File: config.mk
export PLATFORM = sky130hd
export DESIGN_NAME = fft_frame_sink
export DESIGN_NICKNAME = d
export VERILOG_FILES = /design/src/rtl/fft_frame_sink.sv
export SDC_FILE = /design/constraint.sdc
export NUM_CORES = 1
export LEC_CHECK = 0
export BUFFER_PORTS_ARGS = -buffer_cell sky130_fd_sc_hd__buf_2
export CAP_MARGIN = 5
export CELL_PAD_IN_SITES_DETAIL_PLACEMENT = 1
export CELL_PAD_IN_SITES_GLOBAL_PLACEMENT = 1
export CORE_MARGIN = 2
export CORE_UTILIZATION = 30
export CTS_CLUSTER_DIAMETER = 100
export DETAILED_ROUTE_END_ITERATION = 6
export PLACE_DENSITY = 0.53
export SLEW_MARGIN = 25
export SYNTH_ARGS = -nofsm -noshare
export SYNTH_HDL_FRONTEND = slang
export SYNTH_SLANG_ARGS = --single-unit
File: constraint.sdc
create_clock -name clk -period 24.7 [get_ports clk]
set_clock_uncertainty 0.15 [all_clocks]
set_input_delay 2.47 -clock clk [delete_from_list [all_inputs] [get_ports clk]]
set_output_delay 2.47 -clock clk [all_outputs]
set_load 0.03 [all_outputs]
File: src/rtl/fft_frame_sink.sv
// ============================================================================
// fft_frame_sink : AXI-Stream sink for one FFT frame; stores L1 bin magnitudes,
//                  tracks the peak bin and holds the frame until released.
// Revision: 1.0
// ============================================================================
`default_nettype none

module fft_frame_sink #(
  parameter int N_POINTS    = 64,
  parameter int ADDR_W      = 6,
  parameter int DATA_W      = 16,
  parameter int BIT_REVERSE = 1
) (
  input  logic                clk,
  input  logic                reset,
  input  logic [2*DATA_W-1:0] i_s_axis_tdata,
  input  logic                i_s_axis_tvalid,
  input  logic                i_s_axis_tlast,
  output logic                o_s_axis_tready,
  input  logic                i_release,
  input  logic                i_rd_en,
  input  logic [ADDR_W-1:0]   i_rd_addr,
  output logic [DATA_W:0]     o_rd_data,
  output logic                o_frame_valid,
  output logic                o_frame_done,
  output logic                o_frame_error,
  output logic [ADDR_W-1:0]   o_peak_bin,
  output logic [DATA_W:0]     o_peak_mag
);

  localparam logic [1:0] S_RECV  = 2'd0;
  localparam logic [1:0] S_HOLD  = 2'd1;
  localparam logic [1:0] S_DRAIN = 2'd2;

  localparam logic [ADDR_W-1:0] C_LAST = ADDR_W'(N_POINTS - 1);

  logic [1:0]          r_state;
  logic [1:0]          w_next_state;
  logic [ADDR_W-1:0]   r_count;
  logic [ADDR_W-1:0]   w_addr;
  logic [DATA_W:0]     r_mem [N_POINTS];
  logic [DATA_W:0]     r_rd_data;
  logic [ADDR_W-1:0]   r_peak_bin;
  logic [DATA_W:0]     r_peak_mag;
  logic                r_frame_done;
  logic                r_frame_error;

  logic                w_xfer;
  logic                w_recv_beat;
  logic                w_last_beat;
  logic                w_short;
  logic                w_long;
  logic                w_good;
  logic                w_restart;
  logic                w_peak_upd;
  logic [DATA_W-1:0]   w_re;
  logic [DATA_W-1:0]   w_im;
  logic [DATA_W:0]     w_abs_re;
  logic [DATA_W:0]     w_abs_im;
  logic [DATA_W:0]     w_mag;

  // ---------------- state machine ----------------
  always_ff @(posedge clk) begin
    if (reset) begin
      r_state <= S_RECV;
    end else begin
      r_state <= w_next_state;
    end
  end

  always_comb begin
    w_next_state = r_state;
    case (r_state)
      S_RECV: begin
        if (w_xfer && w_last_beat) begin
          w_next_state = i_s_axis_tlast ? S_HOLD : S_DRAIN;
        end
      end
      S_HOLD: begin
        if (i_release) begin
          w_next_state = S_RECV;
        end
      end
      S_DRAIN: begin
        if (w_xfer && i_s_axis_tlast) begin
          w_next_state = S_RECV;
        end
      end
      default: w_next_state = S_RECV;
    endcase
  end

  // tready is gated by reset so it is low before the state register settles.
  always_comb begin
    o_s_axis_tready = ~reset & (r_state != S_HOLD);
    o_frame_valid   = (r_state == S_HOLD);
    w_recv_beat     = w_xfer & (r_state == S_RECV);
  end

  assign w_xfer      = i_s_axis_tvalid & o_s_axis_tready;
  assign w_last_beat = (r_count == C_LAST);
  assign w_short     = w_recv_beat & i_s_axis_tlast & ~w_last_beat;
  assign w_long      = w_recv_beat & ~i_s_axis_tlast & w_last_beat;
  assign w_good      = w_recv_beat & i_s_axis_tlast & w_last_beat;
  assign w_restart   = ((r_state == S_HOLD) & i_release)
                     | ((r_state == S_DRAIN) & w_xfer & i_s_axis_tlast);

  // ---------------- magnitude ----------------
  // Sign-extend before negating so that the most negative input maps exactly.
  assign w_re     = i_s_axis_tdata[DATA_W-1:0];
  assign w_im     = i_s_axis_tdata[2*DATA_W-1:DATA_W];
  assign w_abs_re = w_re[DATA_W-1] ? -{w_re[DATA_W-1], w_re} : {1'b0, w_re};
  assign w_abs_im = w_im[DATA_W-1] ? -{w_im[DATA_W-1], w_im} : {1'b0, w_im};
  assign w_mag    = w_abs_re + w_abs_im;

  generate
    if (BIT_REVERSE != 0) begin : g_bitrev
      for (genvar gi = 0; gi < ADDR_W; gi++) begin : g_bit
        assign w_addr[gi] = r_count[ADDR_W-1-gi];
      end
    end else begin : g_natural
      assign w_addr = r_count;
    end
  endgenerate

  assign w_peak_upd = (w_mag > r_peak_mag)
                    | ((w_mag == r_peak_mag) & (w_addr < r_peak_bin));

  // ---------------- beat counter, peak, pulses ----------------
  // The counter wraps to zero on the final beat because N_POINTS is 2**ADDR_W.
  always_ff @(posedge clk) begin
    if (reset) begin
      r_count       <= '0;
      r_peak_bin    <= '0;
      r_peak_mag    <= '0;
      r_frame_done  <= 1'b0;
      r_frame_error <= 1'b0;
    end else begin
      r_frame_done  <= w_good;
      r_frame_error <= w_short | w_long;
      if (w_short || w_restart) begin
        r_count    <= '0;
        r_peak_bin <= '0;
        r_peak_mag <= '0;
      end else if (w_recv_beat) begin
        r_count <= r_count + 1'b1;
        if (w_peak_upd) begin
          r_peak_bin <= w_addr;
          r_peak_mag <= w_mag;
        end
      end
    end
  end

  // ---------------- bin buffer ----------------
  always_ff @(posedge clk) begin
    if (w_recv_beat) begin
      r_mem[w_addr] <= w_mag;
    end
  end

  always_ff @(posedge clk) begin
    if (reset) begin
      r_rd_data <= '0;
    end else if (i_rd_en) begin
      r_rd_data <= r_mem[i_rd_addr];
    end
  end

  assign o_rd_data     = r_rd_data;
  assign o_frame_done  = r_frame_done;
  assign o_frame_error = r_frame_error;
  assign o_peak_bin    = r_peak_bin;
  assign o_peak_mag    = r_peak_mag;

endmodule

`default_nettype wire

======== Word-level counts from Yosys, hierarchy flattened ========
Memories as Yosys holds them, arrays and structs flattened. A register that Yosys moved wholly into a read port is not among the register bits.
Index checks and enable logic that the tools add are counted.
operators by class
  add/sub/neg operators ................... 4
  order comparisons ....................... 2
  equal/unequal tests ..................... 8
  multiplexer cells ....................... 9
  bitwise logic cells ..................... 18
  reduce and logical (&&, ||, !) cells .... 7
operators with widths
  cell                   count
  $mux W17               2
  $neg A17 Y17           2
  $add A17 B17 Y17       1
  $eq A17 B17 Y1         1
  $gt A17 B17 Y1         1
  $and A1 B1 Y1          12
  $mux W2                4
  $add A6 B1 Y6 const B  1
  $eq A6 B6 Y1 const B   1
  $lt A6 B6 Y1           1
  $ne A2 B2 Y1 const B   3
  $pmux W2 S3            1
  $not A1 Y1             3
  $or A1 B1 Y1           3
  $reduce_and A3 Y1      1
  $eq A2 B1 Y1 const B   1
  $eq A2 B2 Y1 const B   1
  $logic_and A1 B1 Y1    2
  $logic_not A2 Y1       1
  $mux W1                2
  $ne A2 B1 Y1 const B   1
  $reduce_and A2 Y1      1
  $reduce_or A2 Y1       1
  $logic_or A1 B1 Y1     1
word-level totals
  register bits after elaboration ......... 33
  RAM bits ................................ 1088
  input bits .............................. 44
  output and inout port bits .............. 44
  word-level logic and storage cells ...... 55
  memories ................................ 1
memories
  name   words  width  rd ports  clocked after memory_dff  write ports  line  text
  r_mem  64     17     1         1                         1            41    logic [DATA_W:0] r_mem [N_POINTS];

======== Longest topological paths before layout ========
Gate-level depths: netlist of run 1.
  word-level depth ........................ 8
  depth in mapped cells ................... 23
  gate-level depth less buffers ........... 21

======== Worst setup path before layout of run 1 ========
Ideal clock, no wire load.
  path kind ............................... input port to flip-flop
  start ................................... input port i_s_axis_tdata[16]
  end ..................................... register r_peak_mag[16] (netlist: o_peak_mag[16])
  library setup time ...................... 0.090 ns
  arrival time ............................ 10.392 ns
  required time ........................... 24.460 ns
  slack ................................... 14.069 ns
  stages on the path ...................... 20
  path buffers ............................ 2
  path through ............................ inv_1 ha_1 a21boi_0 nor2_1 xnor2_1 ha_1 and3_1 nor3b_1 o21ai_0 o311ai_0 ha_1 nand4_1 inv_1 a21oi_1 o211ai_1 nand3_1 buf_4 buf_2 nor2_1 a211oi_1
on the way
  word-level cells in the longest chain between the ends .. 7
  elaborated cells between the ends (all ways) .. 8
  those cells by class .................... 2 x add/sub; 1 x order compare; 1 x eq/ne; 1 x mux; 2 x bitwise; 1 x reduce/logical
ends and longest elaborated chain
  element                                                 line  text
  from (decl)                                             16    input logic [2*DATA_W-1:0] i_s_axis_tdata,
  $neg A17 Y17                                            113   assign w_abs_im = w_im[DATA_W-1] ? -{w_im[DATA_W-1], w_im} : {1'b0, w_im};
  $mux W17 *                                              113
  $add A17 B17 Y17 *                                      114   assign w_mag = w_abs_re + w_abs_im;
  net w_mag[9]                                            60    logic [DATA_W:0] w_mag;
  branches (longest 2 deep; another with $gt A17 B17 Y1)  -
  $or A1 B1 Y1 *                                          127   | ((w_mag == r_peak_mag) & (w_addr < r_peak_bin));
  $reduce_and A2 Y1 (no source line) *                    -
  to (signal assigned)                                    149   r_peak_mag <= w_mag;
  to (decl)                                               44    logic [DATA_W:0] r_peak_mag;
Mark *: on every way through the listed nets, which the timed path passes.
A chain may end at the register's enable or synchronous reset.

======== Worst setup path after layout of run 1 ========
  start ................................... input port i_s_axis_tdata[2]
  end ..................................... register r_peak_mag[15] (netlist: o_peak_mag[15])
on the way
  word-level cells in the longest chain between the ends .. 7
  elaborated cells between the ends (all ways) .. 8
  those cells by class .................... 2 x add/sub; 1 x order compare; 1 x eq/ne; 1 x mux; 2 x bitwise; 1 x reduce/logical
ends and longest elaborated chain
  element                                                 line  text
  $neg A17 Y17                                            112   assign w_abs_re = w_re[DATA_W-1] ? -{w_re[DATA_W-1], w_re} : {1'b0, w_re};
  $mux W17 *                                              112
  $add A17 B17 Y17 *                                      114
  net w_mag[14]                                           60
  branches (longest 2 deep; another with $gt A17 B17 Y1)  -
  $or A1 B1 Y1 *                                          127
  $reduce_and A2 Y1 (no source line) *                    -
Marked as above.

==> impl_results.md, run 1 <==
* GRT Total Usage at between 10% and 20%
* Max FO, Critical Path at 66
* Initial DRC Count at 1,706
* RSZ-0062 raised after global routing: no
* Initial Utilization at between 30 and 40%
* Crit start category: primary input
* Setup crit end kind: flip-flop
* Routed via count at 24,400
* # setup viols final at 0
* Gate power share at a little under an eighth
* Hold WC Path Type: flip-flop to flip-flop
* Fillers at 15,300
* #FFs+latches synth at 1,138
* Initial DRT Pass Iterations at 5
* Peak supply drop at 58.8 uV
* ANT nets after route at 0
* Crit Path Category: primary input to flip-flop
* Pwr/cell area at between 80 and 90 mW/mm2
* Int Power at 0.00344 W
* Die height at 395 um
* Register area at ~0.034 mm2
* Seq pwr share at 50.6%
* Core ar. at 0.152 mm2
* Async set-reset flop share out of synthesis at 0%
* Avg Cell Area, Syn at 17.5 um2
* Top cell type's share of synthesized area at between 70% and 80%
* Period minus WS final at ~8000 ps
* Clock sinks at 1,138
* First-pass GRT wire length at 182,000 um
* Crit path cell chain: buf_2 -> nor3_1 -> nand3_1 -> or2_1 -> or3_1 -> nand2_1 -> xnor2_1 -> ha_1 -> a21o_1 -> a21o_1 -> a21o_1 -> a221o_1 -> nor3_4 -> buf_4 -> ha_1 -> a21o_1 -> a21o_1 -> a21oi_1 -> o211ai_1 -> nand3_1 -> buf_4 -> nor2_1 -> a211oi_1
* Non-filler cells, final at around 4,900
* PostCTS Resize Cnt at 0
* Post-Syn Nets at approximately 2,700
* Total wire length at 124,000 um
* Final Slew Violations at 0
* Slowest CP cell: nand3_1
* Root buffer selected by CTS: clkbuf_16
* Syn-to-layout area delta at 15.4%
* Ys flop type: edfxtp_1
* Most frequent cells in the layout: edfxtp_1 (1,088), mux2i_1 (291), a21oi_1 (146)
* Largest net degree at the start of global routing at 80
* Worst Hold Slack at 341 ps
* P_sw at 0.00117 W
* Layout Nets at 2,877
* Reg clk slew, reported paths at approximately 60 ps
* CP Data Required Time at ~25,000 ps
* Grt ovf at 0
* Cell Area, Synth at 0.0458 mm2
* PnR worst setup slack at between 15,000 and 20,000 ps
* Clock buffer depth at 3
* Clock buffer count from CTS at 120
* Die footprint at 0.156 mm2
* Status: finished clean
* Cell count after synthesis at approximately 2,600
* Relative slew margins at 31.3%
* GPL Wtd Cong at 0.794
* Reg-to-reg setup timing slack at 21,590 ps
* Routed vias/inst at 4.97
* Vias in the first global route at between 20,000 and 30,000
* Slew @ Worst Pin at 1030 ps
* Multi-input logic area at around 0.012 mm2
* CP most frequent cell: a21o_1
* Max frequency at 126 MHz
* Sequential element share of the synthesized area at about three quarters
* Crit share post-route at 32.3%
* DIE WIDTH at 395 um
* Setup bufs post-CTS at 0
* Yosys warns at 0
* # Max-Cap Violations at 0
* Most area-consuming cells after synthesis: edfxtp_1 (71%), mux4_2 (6.7%), mux2i_1 (6.4%)
* CTS tree: done
* Post-DR wirelength/cell at 25.2 um
* Initial antenna violation count at 0
* CP peak stage delay at 520 ps
* Residual DRC at 0
* Top delay family on crit path: compound AO/OA/AOI/OAI gates
* Hpwl dp at 73,400 um
* Io pins at 88
* Port Buffer Count at 87
* Fin. Hold Viols at 0
* Setup Slack @ Placement at about 16,000 ps
* Number of synthesized flops with an enable pin at 1,088
* Hold buffer count at CTS at 0
* Post-synth cell types at 60
* Power share of the clock group at a little under two fifths
* Share of layout cells above drive strength 1 at 18.6%
* Placed Cells at 4,694
* Row cnt at 143
* Buf/Inv on CP at 3
* Most common cell after layout, fill and taps aside: edfxtp_1
* Switching share of power at between 20% and 30%
* Clk_lat worst skew at 720 ps
* Worst EP arrival at 8440 ps
* H-tree depth at 3
* Static Leak at 17.3 nW
* Sum Neg Setup Slack at 0 ps
* Post-Route Utilization at 34.8%
* Leading area contributor after synthesis: edfxtp_1
[worst min-delay path: cells and delay by family (launching register included)]
family,cells,cell delay [ps]
AO/OA/AOI/OAI,1,70
AND/OR/NAND/NOR,1,60
flip-flops,1,310
[worst paths after layout]
kind	cells past startpoint	endpoint	start
max	23	o_peak_mag[15]	i_s_axis_tdata[2]
min	2	o_rd_data[7]	o_rd_data[7]
max reg2reg	5	r_mem[62][7]	r_count[0]
min reg2reg	2	o_rd_data[7]	o_rd_data[7]
[cell usage after synthesis (all sizes together), types with 50 or more instances]
cell type,instances
a21oi,146
nor2b,73
nor2,110
edfxtp,1088
a22oi,102
buf,74
mux2i,291
nand2,69
mux4,136
nand3,80
clkbuf,69
dfxtp,50
[stage by stage]
| step | cell area [um2] | total power [W] |
|---|---|---|
| floorplan | 45800 | 0.00269 |
| global placement | 49200 | 0.00291 |
| detailed placement | 49200 | 0.00294 |
| CTS | 52900 | 0.00467 |
| global route | 52900 | 0.00478 |
| finish | 52900 | 0.00461 |
[power groups by stage]
stage	sequential, W	clock, W	combinational [W]
detailed placement	0.00238	0	0.000565
floorplan	0.00240	0	0.000286
CTS	0.00234	0.00177	0.000566
global route	0.00234	0.00184	0.000608
finish	0.00234	0.00173	0.000551
global placement	0.00238	0	0.000536
[state kept, by name, summed over array words and instances, names as in the netlist]
signal         count
r_mem           1088
o_peak_bin         6
r_state            2
o_frame_error      1
o_peak_mag        17
o_rd_data         17
r_count            6
o_frame_done       1
[kinds of logic after synthesis]
logic type	synth area share (%)
xor gates and xnor gates	0.783
DFF	73.4
and+or+nand+nor	4.69
buffers and inverters	1.86
adders and majority gates	1.30
muxes	13.0
AOI/OAI and AO/OA	4.89
[layout make-up]
class | instances | share of cell area [%]
sequential | 1138 | 63.6
tap | 2030 | 4.80
inverter | 36 | 0.255
clock buffer | 149 | 6.00
multi-input combinational | 1297 | 21.8
antenna | 2 | 0.00946
clock inverter | 73 | 1.07
timing repair buffer | 193 | 2.39
[metal layers]
metal  global-route usage (%)  wire [um]
met3                     2.00       4750
met4                     3.93       2220
met1                     22.7      59200
met5                        0          0
met2                     25.1      57800
Note: power is estimated with default switching activity, not from simulation.
==> run 2, diff against run 1 <==
--- a/config.mk
+++ b/config.mk
@@ -5,6 +5,7 @@
 export SDC_FILE = /design/constraint.sdc
 export NUM_CORES = 1
 export LEC_CHECK = 0
+export ABC_AREA = 1
 export BUFFER_PORTS_ARGS = -buffer_cell sky130_fd_sc_hd__buf_2
 export CAP_MARGIN = 5
 export CELL_PAD_IN_SITES_DETAIL_PLACEMENT = 1
@@ -13,7 +14,7 @@
 export CORE_UTILIZATION = 30
 export CTS_CLUSTER_DIAMETER = 100
 export DETAILED_ROUTE_END_ITERATION = 6
-export PLACE_DENSITY = 0.53
+export PLACE_DENSITY = 0.55
 export SLEW_MARGIN = 25
 export SYNTH_ARGS = -nofsm -noshare
 export SYNTH_HDL_FRONTEND = slang
==> constraint.sdc (replaced) <==
create_clock -name clk -period 8.3 [get_ports clk]
set_clock_uncertainty 0.15 [all_clocks]
set_input_delay 0.83 -clock clk [delete_from_list [all_inputs] [get_ports clk]]
set_output_delay 0.83 -clock clk [all_outputs]
set_load 0.03 [all_outputs]
==> run 2 against run 1 <==
Wire length rose by 27%. First-iteration DRC count rose by 69%. Global-route usage rose by 3.4 points. Sequential cell count did not move. Synthesized cell count rose by 64%. Count of clock-buffer cells in the layout rose by 2. Utilization fell by 0.24 points. Combinational power rose to 3.8 times the previous value. Critical path depth rose by 1. Total power rose to 3.2 times the previous value. Register-to-register slack got worse by 17000 ps. Via count rose by 34%. Critical path type unchanged.
==> impl_results.md, run 2 <==
* Final Slew Violations at 0
* Post-Syn Nets at 4,376
* Most frequent cells in the layout: nand2_1 (1,383), edfxtp_1 (1,088), nand3_1 (1,034)
* Die height at roughly 400 um
* Clock sinks at 1,138
* Vias in the first global route at 32,800
* Yosys warns at 0
* Non-filler cells, final at 6,529
* GPL Wtd Cong at approximately 0.73
* Crit Path Category: primary input to flip-flop
* Largest register FFs at around 1,100
* Share of layout cells above drive strength 1 at 9.93%
* Most common cell after layout, fill and taps aside: nand2_1
* Port Buffer Count at 87
* Cell count after synthesis at 4,285
* Biggest register: r_mem
* Hold WC Path Type: primary input to flip-flop
* Fin. Hold Viols at 0
* Top cell type's share of synthesized area at around 68%
* Relative slew margins at 31.5%
* Routed vias/inst at 5.01
* Commonest cells post-synth: nand2_1 (1,384), edfxtp_1 (1,088), nand3_1 (1,034)
* Initial antenna violation count at 0
* Post-Route Utilization at 34.6%
* Most area-consuming cells after synthesis: edfxtp_1 (68%), nand2_1 (11%), nand3_1 (11%)
* Mux share of post-synthesis cell area at 0%
* Max FO, Critical Path at 66
* Peak supply drop at 171 uV
* Initial Utilization at 30.3%
* Fillers at 17,300
* Cell area after layout at 0.0548 mm2
* Total wire length at 157,000 um
* Largest family of logic cells by synthesized area: simple AND/OR/NAND/NOR gates
* Crit path cell chain: buf_2 -> inv_1 -> ha_1 -> inv_1 -> nor3_1 -> nand2_1 -> nand2_1 -> o211ai_1 -> xor2_1 -> ha_1 -> a21oi_1 -> o21ai_0 -> a21oi_1 -> xnor2_2 -> buf_4 -> ha_1 -> nand3_1 -> nand3b_1 -> nor2_1 -> nor2_1 -> nand3b_1 -> nand3_4 -> nor2_1 -> nor2_1
* CTS tree: done
* Die footprint at 0.163 mm2
* Core ar. at roughly 0.16 mm2
* Static Leak at roughly 20 nW
* Setup crit end kind: flip-flop
* Most common cell in the netlist: nand2_1
* Residual DRC at 0
* Max frequency at between 150 and 200 MHz
* Instance count on the critical path at 24
* Synth Area in Adders at 1.24%
* Root buffer selected by CTS: clkbuf_16
* Clock buffer count from CTS at 120
* Initial DRC Count at 2,886
* CP most frequent cell: nor2_1
* ANT nets after route at 0
* Worst EP arrival at roughly 5600 ps
* DIE WIDTH at just over 400 um
* Setup bufs post-CTS at 0
* CP Data Required Time at 8790 ps
* Sum Neg Setup Slack at 0 ps
* GRT Total Usage at a little under a fifth
* Placed Cells at 6,299
* Hold buffer count at CTS at 0
* Period minus WS final at 5090 ps
* H-tree depth at 3
* Clock buffer depth at 3
* Post-synth cell types at 39
* Simple-Gate Fraction of Synth Area at 23.4%
* RSZ-0062 raised after global routing: no
* Compound-gate portion of the synthesized area at 0.811%
* Syn-to-layout area delta at 14.3%
* Routed via count at 32,700
* Crit start category: primary input
* Clk_lat worst skew at approximately 760 ps
* Slew @ Worst Pin at 1030 ps
* Xor/xnor share of the synthesized area at less than 1%
* Largest net degree at the start of global routing at 142
* Layout Nets at 4,440
* Top delay family on crit path: simple AND/OR/NAND/NOR gates
* Number of synthesized flops with an enable pin at 1,088
* Hold path cells at 4
* Status: finished clean
* Reg clk slew, reported paths at 70 ps
* Buf/Inv on CP at 4
* Io pins at 88
* Ys flop type: edfxtp_1
* Reg-to-reg setup timing slack at 5040 ps
* FF-to-FF path depth at 8
* Overall Power at 0.0145 W
* Slowest CP cell: buf_4
* #FFs+latches synth at 1,138
* Hpwl dp at roughly 87,000 um
* # setup viols final at 0
* Initial DRT Pass Iterations at 5
* Sequential element share of the synthesized area at 70.2%
* Post-DR wirelength/cell at 24.1 um
* Crit share post-route at 61.3%
* Placed instance area at slightly above 0.05 mm2
* PostCTS Resize Cnt at 0
* Cell Area, Synth at roughly 0.048 mm2
* # Max-Cap Violations at 0
* Row cnt at 146
* First-pass GRT wire length at 229,000 um
* CP peak stage delay at 690 ps
* Pwr/cell area at between 200 and 300 mW/mm2
* Async set-reset flop share out of synthesis at 0%
* Leading area contributor after synthesis: edfxtp_1
* Grt ovf at 0
* Avg Cell Area, Syn at around 11 um2
[run 2: changes by cell type after synthesis, sizes merged, moves of 19 or more]
cell / before / now
a22oi: 102 / 0
inv: 36 / 102
buf: 74 / 207
mux2i: 291 / 0
nor2: 110 / 197
nand4: 25 / 4
a21oi: 146 / 37
nand2b: 24 / 0
nor2b: 73 / 0
mux4: 136 / 0
nand2: 69 / 1385
nand3: 80 / 1036
xnor2: 29 / 10
clkbuf: 69 / 45
[run 2: cell families (layout without fill, tap and decap cells)]
logic type	after synthesis	count (layout)
and+or+nand+nor	2634	2634
DFF	1138	1138
buffers and inverters	357	525
AOI/OAI and AO/OA	71	71
adders and majority gates	47	47
xor gates and xnor gates	38	38
other	0	4
[run 2: worst paths after layout]
path                           from       endpoint
hold / removal            i_release     r_state[0]
hold reg to reg       o_peak_mag[0]  o_peak_mag[0]
setup / recovery  i_s_axis_tdata[0]  o_peak_bin[1]
setup reg to reg         r_state[1]   r_mem[36][3]
[run 2: power by group]
part | internal [W] | switching [W]
logic | 0.000393 | 0.00168
clock network | 0.00315 | 0.00232
registers | 0.00695 | 0.0000458
[run 2: worst register-to-register path, delay by kind of cell, from the launching register on]
kind / cells / cell delay, ps
buffers and inverters: 3 / 660
and+or+nand+nor: 5 / 1790
DFF: 1 / 330
[run 2: area by class of cell]
cell class / instances / area (um2) / share of cell area (%)
sequential: 1138 / 33700 / 61.4
multi-input combinational: 2790 / 12900 / 23.5
clock buffer: 151 / 3160 / 5.76
tap: 2072 / 2590 / 4.73
timing repair buffer: 194 / 1340 / 2.45
clock inverter: 75 / 773 / 1.41
inverter: 105 / 423 / 0.771
antenna: 4 / 10.0 / 0.0183
[run 2: stage by stage]
step,worst slack (ps),hold slack [ps]
floorplan,1390,365
global placement,2500,389
detailed placement,2340,391
CTS,3160,202
global route,2630,273
finish,3210,263
[run 2: routing by layer]
metal  vias up  track usage, %  part of all wire, %  wire length, um
met5         -               0                    0                0
met4         0            5.35                  2.6             4030
met3       185            2.58                  4.5             7130
met2       725            30.4                   46            73000
met1     16700            27.3                   46            72900
li1      15100               -                    -                -
